--- src/rtl/lsu_if.sv ---
// Request/response handshake and single-port RAM bus of the load/store unit.
// master = requester plus RAM side, slave = the LSU.
interface lsu_if #(
  parameter int unsigned ADDR_WIDTH = 10
);
  logic                  req_valid;
  logic                  req_ready;
  logic                  req_we;
  logic [1:0]            req_size;
  logic                  req_unsigned;
  logic [31:0]           req_addr;
  logic [31:0]           req_wdata;
  logic                  rsp_valid;
  logic                  rsp_ready;
  logic [31:0]           rsp_rdata;
  logic                  rsp_error;
  logic                  ram_en;
  logic [3:0]            ram_we;
  logic [ADDR_WIDTH-1:0] ram_addr;
  logic [31:0]           ram_wdata;
  logic [31:0]           ram_rdata;

  modport master (
    output req_valid, req_we, req_size, req_unsigned, req_addr, req_wdata,
    output rsp_ready, ram_rdata,
    input  req_ready, rsp_valid, rsp_rdata, rsp_error,
    input  ram_en, ram_we, ram_addr, ram_wdata
  );

  modport slave (
    input  req_valid, req_we, req_size, req_unsigned, req_addr, req_wdata,
    input  rsp_ready, ram_rdata,
    output req_ready, rsp_valid, rsp_rdata, rsp_error,
    output ram_en, ram_we, ram_addr, ram_wdata
  );
endinterface

--- src/rtl/lsu.sv ---
// Load/store unit: one outstanding byte/half/word access to a synchronous
// single-port RAM, with alignment checking and load lane extraction/extension.
module lsu #(
  parameter int unsigned ADDR_WIDTH = 10
) (
  input logic   clk,
  input logic   reset,
  lsu_if.slave  bus
);

  typedef enum logic [1:0] {IDLE, WAIT, RESP} state_t;

  state_t      state, state_nxt;
  logic        accept;
  logic        misaligned;
  logic [1:0]  off_q;
  logic [1:0]  size_q;
  logic        uns_q;
  logic [31:0] lane;
  logic [31:0] load_ext;

  always_comb begin
    unique case (bus.req_size)
      2'b00:   misaligned = 1'b0;
      2'b01:   misaligned = bus.req_addr[0];
      2'b10:   misaligned = (bus.req_addr[1:0] != 2'b00);
      default: misaligned = 1'b1;
    endcase
  end

  always_comb begin
    bus.req_ready = (state == IDLE) && !reset;
    bus.rsp_valid = (state == RESP) && !reset;
    accept        = bus.req_valid && bus.req_ready;
    bus.ram_en    = accept && !misaligned;
    bus.ram_addr  = bus.req_addr[ADDR_WIDTH+1:2];
    bus.ram_we    = '0;
    bus.ram_wdata = bus.req_wdata;
    unique case (bus.req_size)
      2'b00:   bus.ram_wdata = {4{bus.req_wdata[7:0]}};
      2'b01:   bus.ram_wdata = {2{bus.req_wdata[15:0]}};
      default: bus.ram_wdata = bus.req_wdata;
    endcase
    if (bus.ram_en && bus.req_we) begin
      unique case (bus.req_size)
        2'b00:   bus.ram_we = 4'b0001 << bus.req_addr[1:0];
        2'b01:   bus.ram_we = bus.req_addr[1] ? 4'b1100 : 4'b0011;
        default: bus.ram_we = '1;
      endcase
    end
  end

  // The selected lane is shifted down to bit 0 before extension.
  always_comb begin
    lane = bus.ram_rdata >> {off_q, 3'b000};
    unique case (size_q)
      2'b00:   load_ext = {{24{~uns_q & lane[7]}}, lane[7:0]};
      2'b01:   load_ext = {{16{~uns_q & lane[15]}}, lane[15:0]};
      default: load_ext = lane;
    endcase
  end

  always_comb begin
    state_nxt = state;
    unique case (state)
      IDLE: if (accept) state_nxt = (misaligned || bus.req_we) ? RESP : WAIT;
      WAIT: state_nxt = RESP;
      RESP: if (bus.rsp_ready) state_nxt = IDLE;
      default: state_nxt = IDLE;
    endcase
  end

  always_ff @(posedge clk) begin
    if (reset) state <= IDLE;
    else       state <= state_nxt;
  end

  always_ff @(posedge clk) begin
    if (reset) begin
      bus.rsp_rdata <= '0;
      bus.rsp_error <= 1'b0;
      off_q         <= '0;
      size_q        <= '0;
      uns_q         <= 1'b0;
    end else begin
      if (state == IDLE && accept) begin
        bus.rsp_rdata <= '0;
        bus.rsp_error <= misaligned;
        if (!misaligned && !bus.req_we) begin
          off_q  <= bus.req_addr[1:0];
          size_q <= bus.req_size;
          uns_q  <= bus.req_unsigned;
        end
      end else if (state == WAIT) begin
        bus.rsp_rdata <= load_ext;
        bus.rsp_error <= 1'b0;
      end
    end
  end

endmodule

--- src/flat_wrapper.sv ---
// flat-port wrapper written by rule: the top's interface ports become plain ports
module lsu_flat 
#(
  parameter int unsigned ADDR_WIDTH = 10
)
  (clk, reset, bus_req_valid, bus_req_we, bus_req_size, bus_req_unsigned, bus_req_addr, bus_req_wdata, bus_rsp_ready, bus_ram_rdata, bus_req_ready, bus_rsp_valid, bus_rsp_rdata, bus_rsp_error, bus_ram_en, bus_ram_we, bus_ram_addr, bus_ram_wdata);
  lsu_if #(.ADDR_WIDTH(ADDR_WIDTH)) bus_i ();
  input logic clk;
  input logic reset;
  input wire logic [$bits(bus_i.req_valid)-1:0] bus_req_valid;
  input wire logic [$bits(bus_i.req_we)-1:0] bus_req_we;
  input wire logic [$bits(bus_i.req_size)-1:0] bus_req_size;
  input wire logic [$bits(bus_i.req_unsigned)-1:0] bus_req_unsigned;
  input wire logic [$bits(bus_i.req_addr)-1:0] bus_req_addr;
  input wire logic [$bits(bus_i.req_wdata)-1:0] bus_req_wdata;
  input wire logic [$bits(bus_i.rsp_ready)-1:0] bus_rsp_ready;
  input wire logic [$bits(bus_i.ram_rdata)-1:0] bus_ram_rdata;
  output wire logic [$bits(bus_i.req_ready)-1:0] bus_req_ready;
  output wire logic [$bits(bus_i.rsp_valid)-1:0] bus_rsp_valid;
  output wire logic [$bits(bus_i.rsp_rdata)-1:0] bus_rsp_rdata;
  output wire logic [$bits(bus_i.rsp_error)-1:0] bus_rsp_error;
  output wire logic [$bits(bus_i.ram_en)-1:0] bus_ram_en;
  output wire logic [$bits(bus_i.ram_we)-1:0] bus_ram_we;
  output wire logic [$bits(bus_i.ram_addr)-1:0] bus_ram_addr;
  output wire logic [$bits(bus_i.ram_wdata)-1:0] bus_ram_wdata;
  assign bus_i.req_valid = bus_req_valid;
  assign bus_i.req_we = bus_req_we;
  assign bus_i.req_size = bus_req_size;
  assign bus_i.req_unsigned = bus_req_unsigned;
  assign bus_i.req_addr = bus_req_addr;
  assign bus_i.req_wdata = bus_req_wdata;
  assign bus_i.rsp_ready = bus_rsp_ready;
  assign bus_i.ram_rdata = bus_ram_rdata;
  assign bus_req_ready = bus_i.req_ready;
  assign bus_rsp_valid = bus_i.rsp_valid;
  assign bus_rsp_rdata = bus_i.rsp_rdata;
  assign bus_rsp_error = bus_i.rsp_error;
  assign bus_ram_en = bus_i.ram_en;
  assign bus_ram_we = bus_i.ram_we;
  assign bus_ram_addr = bus_i.ram_addr;
  assign bus_ram_wdata = bus_i.ram_wdata;
  lsu #(.ADDR_WIDTH(ADDR_WIDTH)) u_core (.clk(clk), .reset(reset), .bus(bus_i));
endmodule
--- config.mk ---
export PLATFORM = sky130hd
export DESIGN_NAME = lsu_flat
export DESIGN_NICKNAME = d
export VERILOG_FILES = /design/src/rtl/lsu_if.sv /design/src/rtl/lsu.sv /design/src/flat_wrapper.sv
export SDC_FILE = /design/constraint.sdc
export NUM_CORES = 1
export LEC_CHECK = 0
export ABC_CLOCK_PERIOD_IN_PS = 2900
export CORE_UTILIZATION = 30
export DETAILED_ROUTE_END_ITERATION = 10
export GPL_TIMING_DRIVEN = 0
export PLACE_DENSITY = 0.75
export SYNTH_ARGS = -nofsm -noshare
export SYNTH_HDL_FRONTEND = slang
export SYNTH_SLANG_ARGS = --single-unit
export TNS_END_PERCENT = 30
--- constraint.sdc ---
create_clock -name clk -period 2.9 [get_ports clk]
set_clock_uncertainty 0.2 [all_clocks]
set_input_delay 0.29 -clock clk [delete_from_list [all_inputs] [get_ports clk]]
set_output_delay 0.29 -clock clk [all_outputs]
set_load 0.02 [all_outputs]
==> results of run 1 <==
## cell type report
cell class / instances / share of cell area [%]
plain buffers: 46 / 5.79
clock buffers: 5 / 1.55
clock inverters: 3 / 0.956
inverters: 1 / 0.0844
multi-input cells: 236 / 36.3
flip-flops and latches: 40 / 18.0
well taps: 108 / 3.04
repair buffers: 152 / 34.3
## synthesized netlist by cell type, types with 2 or more instances
cell,instances,area share (%)
nand2b_1,5,1.2
nor2_1,32,4.5
o21ai_0,13,2.4
nand3b_1,2,0.56
nor2b_1,4,0.94
mux2_2,24,10
a211oi_2,10,4.7
buf_4,18,5.1
o2bb2ai_1,7,2.3
mux4_2,2,1.7
a21oi_1,41,7.7
mux2i_1,23,8.6
o211ai_1,7,2.0
buf_2,6,1.1
dfxtp_1,40,30
a211oi_1,7,2.0
nand3_1,6,1.1
nand2_1,26,3.7
nor3_1,11,2.1
clkbuf_1,20,2.8
## sequential cells by signal, summed over array words and instances, names as in the netlist
name                  cells
u_core.bus.rsp_error      1
u_core.size_q             2
u_core.uns_q              1
u_core.bus.rsp_rdata     32
u_core.off_q              2
u_core.state              2
## critical path, delay by kind of cell
kind,cells,cell delay [ns]
AOI/OAI and AO/OA,2,0.19
buffers and inverters,2,1.14
and+or+nand+nor,2,0.61
## per-stage QoR
stage | util (%) | cell area [um2]
floorplan | - | 2670
global placement | 49.8 | 4330
detailed placement | 49.8 | 4330
CTS | 51.2 | 4440
global route | 51.3 | 4450
finish | 51.3 | 4450
## power by group through the flow
| stage | Combinational, mW | Sequential, mW | Clock [mW] |
|---|---|---|---|
| final | 0.513 | 0.576 | 0.464 |
| after global placement | 0.503 | 0.588 | 0 |
| after detailed placement | 0.509 | 0.588 | 0 |
| after floorplan | 0.237 | 0.601 | 0 |
| after CTS | 0.513 | 0.576 | 0.471 |
| after global routing | 0.546 | 0.578 | 0.489 |
## worst max-delay path by stage
stage	slack [ns]	to	from	cells past startpoint
global route	0.08	bus_ram_we[1]	bus_req_size[0]	5
floorplan	0.35	bus_ram_we[0]	u_core.state[1]	3
global placement	-0.06	bus_ram_we[0]	bus_req_valid	5
finish	0.18	bus_ram_we[3]	bus_req_addr[1]	6
detailed placement	-0.09	bus_ram_we[0]	bus_req_valid	5
CTS	0.06	bus_ram_we[0]	reset	5
## cell families after synthesis
kind of cell / after synthesis
compound gates: 93
buf+inv: 47
xor+xnor: 1
flops: 40
mux: 49
simple gates: 93
## timing repair
action	4_1_cts	5_1_grt
gates cloned	0	0
setup endpoints to repair	1	2
gates resized for setup	1	5
endpoints found under the hold margin	0	0
## layer usage
layer / routed length, um / vias to the layer above / GRT usage [%]
met5: 0 / - / 0
met4: 180 / 0 / 6.86
met3: 557 / 17 / 3.79
met2: 4750 / 107 / 35.7
met1: 4080 / 1399 / 25.1
li1: - / 1466 / -
==> reports/metrics.cfg, run 1 <==
[logic_synthesis]
post_synth.cell_area_avg_um2 = 8.26
synth-edff-count = 0
synth_area_um2 = 2670
synth-main-ff-cell = dfxtp_1
synthMuxAreaShare_pct = 20.4
ys_ff_latch = 40
synthXorXnorAreaFrac_pct = 0.328
synth_fp_nets = 427
synth-compound-area-share_pct = 23.4
yosysUniqueCellTypes = 39
synth_top_family_by_area = compound AO/OA/AOI/OAI gates
async_flop_share_pct = 0
synthSimpleGateAreaFrac_pct = 16.1
ys_warn_count = 0
seq_area_frac_synth_pct = 30.0
synth_cells = 323
synth-adder-area-share_pct = 0

[power]
power_frac_seq_pct = 37.1
powerDensity_nw_per_um2 = 349
vdd_ir_drop_max_uv = 168
power_switching_uw = 465
comb_power_share_pct = 33.0
p_leak_nw = 1.59
p_int_mw = 1.09
pwr-share-clk_pct = 29.9
switching_share_pct = 30.0
power_mw = 1.55

[timing]
slew_viol_final = 0
period_share_pct = 93.8
worst_pin_slew_ns = 0.830
rsz0062_at_grt = no
clock.fmax_mhz = 367
fin_ws_ns = 0.179
period_minus_slack_ns = 2.72
hold-worst-slack_ns = 0.208
slew_headroom_pct = 44.5
setup_violations = 0
tns_ns = 0
hold_viol_final = 0

[critical_path]
slowest_delay_ns = 0.61
timing.rr.start = u_core.off_q[0]
reg2reg_depth = 7
worst-path-max-fanout = 7
critPathKind = in -> out
crit_chain = clkdlybuf4s50_1 -> or3b_2 -> a21oi_1 -> a21oi_1 -> nor2_1 -> clkdlybuf4s50_1
cp.arrival_ns = 2.23
cp_slowest_cell = clkdlybuf4s50_1
start_kind = primary input
ff2ff_setup_slack_ns = 0.76
critical_path_required_ns = 2.41
worstReg2RegEnd = u_core.bus.rsp_rdata[15]
crit_path_end_kind = primary output

[die]
die-area_um2 = 9280
floorplan.initialDensity_pct = 30.8
core_area_um2 = 8680
pin_count = 186
rows = 34
die_h_um = 96.3
die_w_um = 96.3

[detailed_routing]
firstDrtPassIters = 4
wirelength_um = 9570
wire_per_inst_um = 16.2
dr_total_vias = 2989
drtIter0Drc = 110
drc = 0
vias_per_cell = 5.06
antenna_left = 0

[cts]
cts_buffers = 5
cts_sinks = 40
post_cts_buffers = 0
cts_max_level = 2
cts.clk_slew.worst_paths_ns = 0.08
cts_tree = built
holdBufCountCts = 0
cts-root-buf = clkbuf_8
clockBufferDepth = 2
clock_latency_ns = 0.29

[place]
port_buffers = 152
pre_cts_slack_ns = -0.0944
place_inst = 583
globalplace.congestion = 0.858
hpwl_um = 7550

[cells_and_area]
n_antenna_cell = 0
fillCellCount = 817
instances_no_fill = 591
layout-drive-gt1-share_pct = 15.5
multi_input_area_um2 = 1620
register_area_um2 = 801
mostFrequentLayoutCells = clkdlybuf4s50_1 (151), a21oi_1 (41), dfxtp_1 (40), nor2_1 (32), nand2_1 (26)
final_nets = 586
final_common_cell = clkdlybuf4s50_1
area_growth_pct = 66.7

[run_status]
status = complete, no violations

[grt]
grt_pass1_vias = 2977
grt_max_degree = 14
grt_overflow = 0
track_usage_pct = 20.5
antenna_found_initial = 0
grt_pass1_wl_um = 14600

[run]
drv_cap = 0

[hold_path]
hold_path_class = in -> reg
hp-start = bus_req_addr[0]
worstHoldPathCells = 3
hold_end = u_core.off_q[0]

No activity file was read; power rests on OpenSTA's default activity.
==> run 2: changes to the inputs <==
--- a/config.mk
+++ b/config.mk
@@ -7,6 +7,7 @@
 export LEC_CHECK = 0
 export ABC_CLOCK_PERIOD_IN_PS = 2900
 export CORE_UTILIZATION = 30
+export CTS_CLUSTER_SIZE = 8
 export DETAILED_ROUTE_END_ITERATION = 10
 export GPL_TIMING_DRIVEN = 0
 export PLACE_DENSITY = 0.75
==> results of run 2 <==
No change in the layout: final DEF, timing and power equal those of run 1.
